[config.mk]
export PLATFORM = sky130hd
export DESIGN_NAME = clock_set_ctrl
export DESIGN_NICKNAME = d
export VERILOG_FILES = /design/src/rtl/clock_set_ctrl.sv
export SDC_FILE = /design/constraint.sdc
export NUM_CORES = 1
export LEC_CHECK = 0
export BUFFER_PORTS_ARGS = -buffer_cell sky130_fd_sc_hd__clkbuf_2
export CAP_MARGIN = 40
export CORE_MARGIN = 4
export CORE_UTILIZATION = 53
export CTS_BUF_LIST = sky130_fd_sc_hd__clkbuf_8
export DETAILED_ROUTE_END_ITERATION = 12
export PLACE_DENSITY = 0.9
export SLEW_MARGIN = 30
export SYNTH_ARGS = -nofsm -noshare
export SYNTH_HDL_FRONTEND = slang
export SYNTH_SLANG_ARGS = --single-unit
[constraint.sdc]
create_clock -name clk -period 1.95 [get_ports clk]
set_clock_uncertainty 0.2 [all_clocks]
set_input_delay 0.2925 -clock clk [delete_from_list [all_inputs] [get_ports clk]]
set_output_delay 0.2925 -clock clk [all_outputs]
set_load 0.01 [all_outputs]
[src/rtl/clock_set_ctrl.sv]
// clock_set_ctrl: 1 Hz tick prescaler plus run/set mode FSM that edits and loads hh:mm
module clock_set_ctrl #(
  parameter int TICK_DIV     = 50000000,
  parameter int TIMEOUT_SECS = 30
) (
  input  logic       clk,
  input  logic       reset,
  input  logic       btn_mode,
  input  logic       btn_inc,
  input  logic       btn_dec,
  input  logic [4:0] cur_hours,
  input  logic [5:0] cur_minutes,
  output logic       tick_en,
  output logic       load,
  output logic [4:0] load_hours,
  output logic [5:0] load_minutes,
  output logic [5:0] load_seconds,
  output logic [1:0] mode,
  output logic [4:0] edit_hours,
  output logic [5:0] edit_minutes,
  output logic       blink
);
  localparam int PW = $clog2(TICK_DIV);
  localparam int IW = $clog2(TIMEOUT_SECS + 1);
  localparam logic [PW-1:0] P_LAST = PW'(TICK_DIV - 1);
  localparam logic [PW-1:0] P_HALF = PW'(TICK_DIV / 2);
  localparam logic [IW-1:0] I_LAST = IW'(TIMEOUT_SECS - 1);
  typedef enum logic [1:0] {RUN = 2'b00, SET_H = 2'b01, SET_M = 2'b10, COMMIT = 2'b11} state_t;
  state_t state_q, state_d;
  logic [PW-1:0] presc_q, presc_d;
  logic [IW-1:0] idle_q, idle_d;
  logic [4:0] edit_hours_q, edit_hours_d;
  logic [5:0] edit_minutes_q, edit_minutes_d;
  logic tick_q;
  logic wrap, editing, any_btn, timeout;
  logic [4:0] h_inc, h_dec;
  logic [5:0] m_inc, m_dec;
  assign wrap    = presc_q == P_LAST;
  assign editing = state_q == SET_H || state_q == SET_M;
  assign any_btn = btn_mode | btn_inc | btn_dec;
  assign timeout = editing && !any_btn && wrap && idle_q == I_LAST;
  // Out-of-range captured values fall to 0 on the first step in either direction.
  assign h_inc = edit_hours_q >= 5'd23 ? 5'd0 : edit_hours_q + 5'd1;
  assign h_dec = edit_hours_q == 5'd0 ? 5'd23 : edit_hours_q > 5'd23 ? 5'd0 : edit_hours_q - 5'd1;
  assign m_inc = edit_minutes_q >= 6'd59 ? 6'd0 : edit_minutes_q + 6'd1;
  assign m_dec = edit_minutes_q == 6'd0 ? 6'd59 : edit_minutes_q > 6'd59 ? 6'd0 : edit_minutes_q - 6'd1;
  // Next-state: mode sequencing, field editing, idle timeout and prescaler restart on commit.
  always_comb begin
    state_d        = state_q;
    presc_d        = wrap ? '0 : presc_q + 1'b1;
    idle_d         = !editing ? '0 : any_btn ? '0 : wrap ? idle_q + 1'b1 : idle_q;
    edit_hours_d   = edit_hours_q;
    edit_minutes_d = edit_minutes_q;
    case (state_q)
      RUN: if (btn_mode) begin
        state_d        = SET_H;
        edit_hours_d   = cur_hours;
        edit_minutes_d = cur_minutes;
      end
      SET_H: if (btn_mode) state_d = SET_M;
        else if (btn_inc ^ btn_dec) edit_hours_d = btn_inc ? h_inc : h_dec;
      SET_M: if (btn_mode) begin
        state_d = COMMIT;
        presc_d = '0;
      end else if (btn_inc ^ btn_dec) edit_minutes_d = btn_inc ? m_inc : m_dec;
      default: state_d = RUN;
    endcase
    if (timeout) state_d = RUN;
  end
  // State registers; tick is registered so it is exactly one cycle wide.
  always_ff @(posedge clk) begin
    if (reset) begin
      state_q        <= RUN;
      presc_q        <= '0;
      idle_q         <= '0;
      edit_hours_q   <= '0;
      edit_minutes_q <= '0;
      tick_q         <= 1'b0;
    end else begin
      state_q        <= state_d;
      presc_q        <= presc_d;
      idle_q         <= idle_d;
      edit_hours_q   <= edit_hours_d;
      edit_minutes_q <= edit_minutes_d;
      tick_q         <= wrap && state_q == RUN;
    end
  end
  assign tick_en      = tick_q;
  assign load         = state_q == COMMIT;
  assign load_hours   = load ? edit_hours_q : 5'd0;
  assign load_minutes = load ? edit_minutes_q : 6'd0;
  assign load_seconds = 6'd0;
  assign mode         = state_q;
  assign edit_hours   = edit_hours_q;
  assign edit_minutes = edit_minutes_q;
  assign blink        = editing && presc_q < P_HALF;
endmodule

# ---- Word level (Yosys, flattened, before mapping)
# Cells that the tools add are included.
dict set report totals {
  regBits 45
  inputBits 16
  output_inout_bits 33
  word_cells 75
}
dict set report op_classes {
  addsub 6
  magnitude_cmp 5
  eq_ne 12
  mux 25
  bitwise 4
  reduce_logical 17
}
# operator count
set ops {}
lappend ops {{$mux W26} 3}
lappend ops {{$mux W6} 8}
lappend ops {{$mux W5} 8}
lappend ops {{$add A26 B1 Y26 const B} 1}
lappend ops {{$eq A26 B26 Y1 const B} 1}
lappend ops {{$lt A26 B25 Y1 const B} 1}
lappend ops {{$pmux W6 S2} 1}
lappend ops {{$add A5 B1 Y5 const B} 2}
lappend ops {{$ne A2 B2 Y1 const B} 5}
lappend ops {{$pmux W5 S2} 1}
lappend ops {{$reduce_and A4 Y1} 2}
lappend ops {{$add A6 B1 Y6 const B} 1}
lappend ops {{$ge A6 B6 Y1 const B} 1}
lappend ops {{$gt A6 B6 Y1 const B} 1}
lappend ops {{$logic_not A6 Y1} 1}
lappend ops {{$mux W2} 3}
lappend ops {{$pmux W2 S3} 1}
lappend ops {{$sub A6 B1 Y6 const B} 1}
lappend ops {{$eq A5 B5 Y1 const B} 1}
lappend ops {{$ge A5 B5 Y1 const B} 1}
lappend ops {{$gt A5 B5 Y1 const B} 1}
lappend ops {{$logic_and A1 B1 Y1} 5}
lappend ops {{$logic_not A5 Y1} 1}
lappend ops {{$sub A5 B1 Y5 const B} 1}
lappend ops {{13 further kinds} 17}

# ---- Longest topological paths before layout
# Gate-level depths: netlist of the first run.
dict set report depth {
  word_depth 7
  depth_mapped 8
  ltp_nobuf 7
}

# ---- Worst setup path before layout of the first run
# No wires, ideal clock.
dict set report synth_path {
  path_kind {register to register}
  from {reg state_q[0], in the netlist mode[0]}
  to {reg idle_q[2]}
  setup_ns 0.057
  t_arrival_ns 1.892
  t_required_ns 1.693
  path_slack_ns -0.199
  stages_incl_launch_ff 8
  n_path_buf 1
  period_less_slack_ns 2.149
  path_cell_list {dfxtp_1 inv_1 ha_1 or4b_1 or2_0 clkbuf_1 a211oi_1 a31o_2}
}
dict set report synth_via {
  elab_chain_len 4
  word_cells_on_any_way 5
  classes_between {2 x eq/ne; 1 x bitwise; 2 x reduce/logical}
}
# item line_no
set synth_lines {}
lappend synth_lines {{start, declared} 29} ;# state_t state_q, state_d;
lappend synth_lines {{start signal, assigned} 80} ;# state_q <= state_d;
lappend synth_lines {{$eq A2 B1 Y1 / $eq A2 B2 Y1 (equally long branches)} 39} ;# assign editing = state_q == SET_H || state_q == SET_M;
lappend synth_lines {{$logic_or A1 B1 Y1 *} 39}
lappend synth_lines {{$not A1 Y1 (no source line) *} --}
lappend synth_lines {{$reduce_or A3 Y1 (no source line) *} --}
lappend synth_lines {{end signal, assigned} 82} ;# idle_q <= idle_d;
lappend synth_lines {{end, declared} 31} ;# logic [IW-1:0] idle_q, idle_d;
# Every way passes the cells marked *; elsewhere a longest branch is shown, timed or not.
# A chain may end at the register's enable or synchronous reset.

# ---- Worst setup path after layout of the first run
dict set report layout_path {
  from {reg presc_q[7]}
  to {out blink}
}
dict set report layout_via {
  elab_chain_len 2
}
# item line_no
set layout_lines {}
lappend layout_lines {{start, declared} 30} ;# logic [PW-1:0] presc_q, presc_d;
lappend layout_lines {{start signal, assigned} 81} ;# presc_q <= presc_d;
lappend layout_lines {{$lt A26 B25 Y1} 96} ;# assign blink = editing && presc_q < P_HALF;
lappend layout_lines {{$logic_and A1 B1 Y1} 96}
lappend layout_lines {{end, declared} 21} ;# output logic blink
# Every way passes these cells.

==> results of run 1 <==
-- how the worst max path moves through the flow --
| stage | end | slack (ns) |
|---|---|---|
| finish | blink | -0.60 |
| global placement | blink | -0.23 |
| global route | blink | -0.68 |
| CTS | blink | -0.62 |
| detailed placement | blink | -0.27 |
| floorplan | blink | -0.14 |
-- cells in the final DEF (no fill, tap or decap), types with 3 or more instances in the layout --
| cell | instances |
|---|---|
| buf_4 | 51 |
| nor2_1 | 44 |
| clkbuf_2 | 41 |
| dfxtp_1 | 35 |
| nand3_1 | 19 |
| nand2_1 | 16 |
| xnor2_1 | 16 |
| and2_1 | 15 |
| inv_1 | 14 |
| a21oi_1 | 14 |
| nor3_1 | 13 |
| xor2_1 | 13 |
| nand4_1 | 11 |
| dfxtp_2 | 9 |
| and3_1 | 7 |
| o21ai_0 | 7 |
| ha_1 | 7 |
| o221ai_1 | 6 |
| conb_1 | 6 |
| clkbuf_8 | 6 |
| mux2i_1 | 5 |
| buf_6 | 4 |
| inv_2 | 3 |
| or4_4 | 3 |
| nor4_1 | 3 |
| a21oi_2 | 3 |
| a31oi_1 | 3 |
| nor2b_1 | 3 |
| o211ai_1 | 3 |
| ha_2 | 3 |
| ha_4 | 3 |
-- power by group through the flow --
stage | clock [mW] | sequential [mW] | combinational [mW]
final | 0.724 | 1.06 | 1.04
after global routing | 0.768 | 1.07 | 1.12
after CTS | 0.732 | 1.05 | 0.886
after detailed placement | 0 | 1.07 | 0.842
after global placement | 0 | 1.06 | 0.811
after floorplan | 0 | 1.07 | 0.542
-- state kept, by name, summed over array words and instances (netlist names) --
signal        count
edit_minutes      6
presc_q          26
tick_en           1
edit_hours        5
mode              2
idle_q            5
-- metrics by stage --
stage                     instances  instance area (sq um)  worst slack, ns  util (%)  TNS, ns
after floorplan                 370                   2930           -0.145         -   -0.304
after global placement          503                   3470           -0.231      66.6   -0.669
after detailed placement        503                   3470           -0.267      66.6   -0.951
after CTS                       514                   3690           -0.618      70.9   -0.744
after global routing            522                   3940           -0.685      75.8    -3.18
final                           522                   3940           -0.598      75.8    -1.72
-- critical path: cells and delay by family, from the launching register on --
| kind | cells | cell delay, ns |
|---|---|---|
| AOI/OAI and AO/OA | 3 | 0.56 |
| buffers and inverters | 1 | 0.12 |
| DFF | 1 | 0.33 |
| and+or+nand+nor | 2 | 0.74 |
-- layout make-up --
| type | instances | area, sq um | share of cell area, % |
|---|---|---|---|
| clock buffer | 6 | 82.6 | 2.09 |
| inverter | 17 | 66.3 | 1.68 |
| multi-input combinational | 281 | 2020 | 51.3 |
| sequential | 45 | 916 | 23.2 |
| tap | 70 | 87.6 | 2.22 |
| clock inverter | 2 | 33.8 | 0.857 |
| timing repair buffer | 101 | 736 | 18.7 |
-- what timing repair did --
| item | 4_1_cts | 5_1_grt |
|---|---|---|
| pin swaps | 8 | 9 |
| buffers inserted | 2 | 7 |
| setup endpoints to repair | 32 | 49 |
| gates cloned | 1 | 2 |
| resized for setup | 19 | 42 |
-- layer usage --
layer / up-vias / track usage (%) / wire (um)
li1: 1459 / - / -
met1: 1489 / 28.2 / 3260
met2: 201 / 43.9 / 4810
met3: 45 / 3.73 / 760
met4: 0 / 8.64 / 347
met5: - / 0 / 0
-- cell families after synthesis --
| family | count (synthesis) | share of synthesized area (%) |
|---|---|---|
| flops | 45 | 31.2 |
| simple gates | 166 | 31.1 |
| mux | 5 | 1.73 |
| fa+ha+maj | 13 | 5.63 |
| xor+xnor | 30 | 9.09 |
| compound gates | 61 | 14.5 |
| buf+inv | 44 | 6.66 |
| other cells | 1 | 0.130 |
==> results.ini, run 1 <==
[pwr]
ir_drop_uv=636
internal_power_mw=1.87
p_sw_share_pct=33.7
power_leakage_nw=1.66
pwr-share-clk_pct=25.7
seqPwrFrac_pct=37.6
p_switching_mw=0.951
combPwrFrac_pct=36.7
powerDensity_mw_per_mm2=715
total_power_mw=2.82

[clock_tree]
clkLatencyLatePin_ns=0.30
hold_buffers=0
clock_sinks=45
ctsLongestPathBuffers=2
tritoncts=built
htree_levels=2
path_clk_slew_ns=0.08
cts_buffers=5
cts_root_buffer=clkbuf_8

[setup_path]
crit_path_top_delay_cell=or4_4
critPathKind=reg2out
crit_required_ns=1.46
critPathCaptureType=output port
cp_data_arrival_time_ns=2.06
reg2regPathDepth=5
r2r-end=idle_q[3]$_SDFFE_PP0N_
worstSetupStartpointType=flop
r2r-start=presc_q[7]$_SDFF_PP0_
crit_start=presc_q[7]$_SDFF_PP0_
crit_chain=or4_4, o211a_1, o21a_1, o2111ai_2, and4b_1, buf_2
worst-r2r-setup-slack_ns=-0.11
path_max_fanout=2
cpPeakStageDelay_ns=0.54

[final_layout]
fin_nets=480
fill_cells=353
n_antenna_cell=0
area_delta_synth_final_pct=36.4
drive_gt1_share_pct=36.9

[place]
portBuffers=42
gp_congestion=0.935
dpl.hpwl_um=5600

[synth]
syn_avg_cell_area_sq_um=7.92
yosysSeqAreaShare_pct=31.2
synth_seq_cells=45
synth_edf_count=0
synth_ff_type=dfxtp_1
synth_top_area_share_pct=31.2
yosysTopAreaCell=dfxtp_1
netlist_instances=365
synth.distinct_cells=57
yosysMostFrequentCell=nor2_1
synthTopCellsByCount=nor2_1, dfxtp_1, nand3_1
yosys-top-cells-area=dfxtp_1, nor2_1, ha_1, xnor2_1, xor2_1
ys_warn_count=0
synthArstFlopShare_pct=0
syn-cell-area_sq_mm=0.00289

[grt]
antenna_found_initial=0
groute.usage.overall_pct=24.0
grt_pass1_vias=2800
grt.overflow.total=0
grt_pass1_wl_um=12800
grt_max_degree=19

[sta]
finalMaxSlewViolations=0
finalHoldViolCount=0
fin_crit_ns=2.55
tightest_slew_ns=0.537
rsz0062_at_grt=true
max_freq_ghz=0.392
finalCritPeriodShare_pct=131
worst_slack_ns=-0.598
finalSetupViolCount=32
max-slew-margin-rel_pct=64.0
holdWs_ns=0.0560

[status]
status=finished, violations left
violations=setup timing

[drt]
routed_wl_um=9180
vias=3194
drt_iter0_markers=196
first_pass_iters=6
post_drt_via_cell_ratio=6.12
postRouteAntennaNets=0
drt_drc_violations_left=0
wl_per_cell_um=17.6

[flow_run]
cap_violations=0

[floorplan]
io-pin-count=49
rows=26
start_util_pct=55.6
dieWidth_um=81.9
design.core.area_sq_mm=0.00520
dieArea_sq_mm=0.00670
die_h_um=81.9

[hold_path]
min_to=edit_hours[0]$_SDFFE_PP0P_
hold_depth=3
min_from=cur_hours[0]
min_path_type=in2reg

Note: power is estimated with default switching activity, not from simulation.
==> run 2: changes to the inputs <==
--- a/config.mk
+++ b/config.mk
@@ -10,6 +10,7 @@
 export CORE_MARGIN = 4
 export CORE_UTILIZATION = 53
 export CTS_BUF_LIST = sky130_fd_sc_hd__clkbuf_8
+export CTS_CLUSTER_DIAMETER = 30
 export DETAILED_ROUTE_END_ITERATION = 12
 export PLACE_DENSITY = 0.9
 export SLEW_MARGIN = 30
==> constraint.sdc (replaced) <==
create_clock -name clk -period 1.95 [get_ports clk]
set_clock_uncertainty 0.2 [all_clocks]
set_input_delay 0.2925 -clock clk [delete_from_list [all_inputs] [get_ports clk]]
set_output_delay 0.2925 -clock clk [all_outputs]
set_load 0.005 [all_outputs]
==> run 2 against run 1 <==
Effect of this change:
- the flow still finishes with violations (setup timing)
- critical path type unchanged
- core utilization decreased by 0.36 points
- non-clock buffer count down 2
- clock power shrank 22%
- die area unchanged
- count of clock-buffer cells in the layout fell by 1
- via count down 3.8%
- wire length fell by 4.9%
==> results.ini, run 2 (synthesis results as in run 1) <==
[floorplan]
rows=26
design.core.area_sq_mm=0.00520
io-pin-count=49
dieWidth_um=81.9
die_h_um=81.9
dieArea_sq_mm=0.00670
start_util_pct=55.6

[sta]
finalHoldViolCount=0
rsz0062_at_grt=true
worst_slack_ns=-0.567
finalCritPeriodShare_pct=129
holdWs_ns=0.110
max-slew-margin-rel_pct=48.7
finalMaxSlewViolations=0
max_freq_ghz=0.397
fin_crit_ns=2.52
finalSetupViolCount=36
tightest_slew_ns=0.764
tns_ns=-8.88

[place]
pre_cts_slack_ns=-0.216
place_area_sq_mm=0.00345
dpl.hpwl_um=5260
dp_cells=500
portBuffers=42
gp_congestion=0.881

[grt]
antenna_found_initial=0
groute.usage.overall_pct=23.5
grt_pass1_vias=2766
grt.overflow.total=0
grt_max_degree=19
grt_pass1_wl_um=12300

[clock_tree]
path_clk_slew_ns=0.08
htree_levels=2
cts_buffers=5
cts_root_buffer=clkbuf_8
tritoncts=built
ctsLongestPathBuffers=2
clock_sinks=45
clkLatencyLatePin_ns=0.30

[setup_path]
crit_required_ns=1.46
path_max_fanout=2
cpPeakStageDelay_ns=0.54
critPathKind=reg2out
critPathCaptureType=output port
crit_path_top_delay_cell=or4_4
cp_data_arrival_time_ns=2.02
worstSetupStartpointType=flop
crit_chain=or4_4, o211a_1, o21a_1, o2111ai_1, and4b_1, buf_2

[drt]
drt_drc_violations_left=0
vias=3072
first_pass_iters=6
drt_iter0_markers=175
postRouteAntennaNets=0
post_drt_via_cell_ratio=5.91
wl_per_cell_um=16.8
routed_wl_um=8730

[flow_run]
cap_violations=0

[final_layout]
n_antenna_cell=0
mostFrequentLayoutCell=buf_4
mostFrequentLayoutCells=buf_4, nor2_1, dfxtp_1, clkbuf_2, nand3_1
fill_cells=370
regMostFlops=presc_q
final_core_util_pct=75.4
area_delta_synth_final_pct=35.7
stdcell_area_sq_mm=0.00393
stdcell_count=520
fin_nets=478
largest_reg_flops=26
drive_gt1_share_pct=34.7

[status]
violations=setup timing
status=finished, violations left

[hold_path]
min_path_type=in2reg

[pwr]
powerDensity_mw_per_mm2=672
power_leakage_nw=1.64
total_power_mw=2.64
ir_drop_uv=421

-- run 2: changes by cell type in the layout (fill, tap and decap cells not counted), sizes merged --
cell / previous run / this run
clkbuf: 49 / 46
bufinv: 1 / 0
clkinv: 0 / 2
-- run 2: final timing paths --
check	from	to	slack, ns	cells after the start
max	presc_q[7]$_SDFF_PP0_	blink	-0.57	6
min	cur_hours[0]	edit_hours[0]$_SDFFE_PP0P_	0.11	3
max reg2reg	presc_q[7]$_SDFF_PP0_	idle_q[4]$_SDFFE_PP0N_	-0.32	8
min reg2reg	presc_q[0]$_SDFF_PP0_	presc_q[0]$_SDFF_PP0_	0.29	1
-- run 2: per-layer routing --
metal  track usage [%]  vias up  wire length, um
met1              26.2     1431             3260
li1                  -     1448                -
met2              43.5      159             4510
met3              3.73       34              615
met4              10.6        0              339
met5                 0        -                0
-- run 2: final cells by class --
type,instances,area [sq um],area share (%)
clock buffer,5,68.8,1.75
tap,70,87.6,2.23
sequential,45,908,23.1
multi-input combinational,281,2030,51.6
timing repair buffer,99,754,19.2
clock inverter,3,13.8,0.351
inverter,17,66.3,1.69
-- run 2: critical path, delay by kind of cell, from the launching register on --
kind,cells,cell delay (ns)
AOI/OAI and AO/OA,3,0.57
buffers and inverters,1,0.11
DFF,1,0.33
and+or+nand+nor,2,0.74
-- run 2: repair_timing --
action / CTS / global route
gates cloned: 3 / 0
setup endpoints to repair: 34 / 47
buffers inserted: 4 / 5
resized for setup: 22 / 38
hold buffers: 0 / 0
pin swaps: 8 / 10
-- run 2: power by group --
part | leakage, nW | total, mW | switching, mW | internal [mW]
registers | 0.367 | 1.07 | 0.0933 | 0.975
clock network | 0.0491 | 0.562 | 0.319 | 0.244
logic | 1.23 | 1.01 | 0.515 | 0.493
total | 1.64 | 2.64 | 0.927 | 1.71
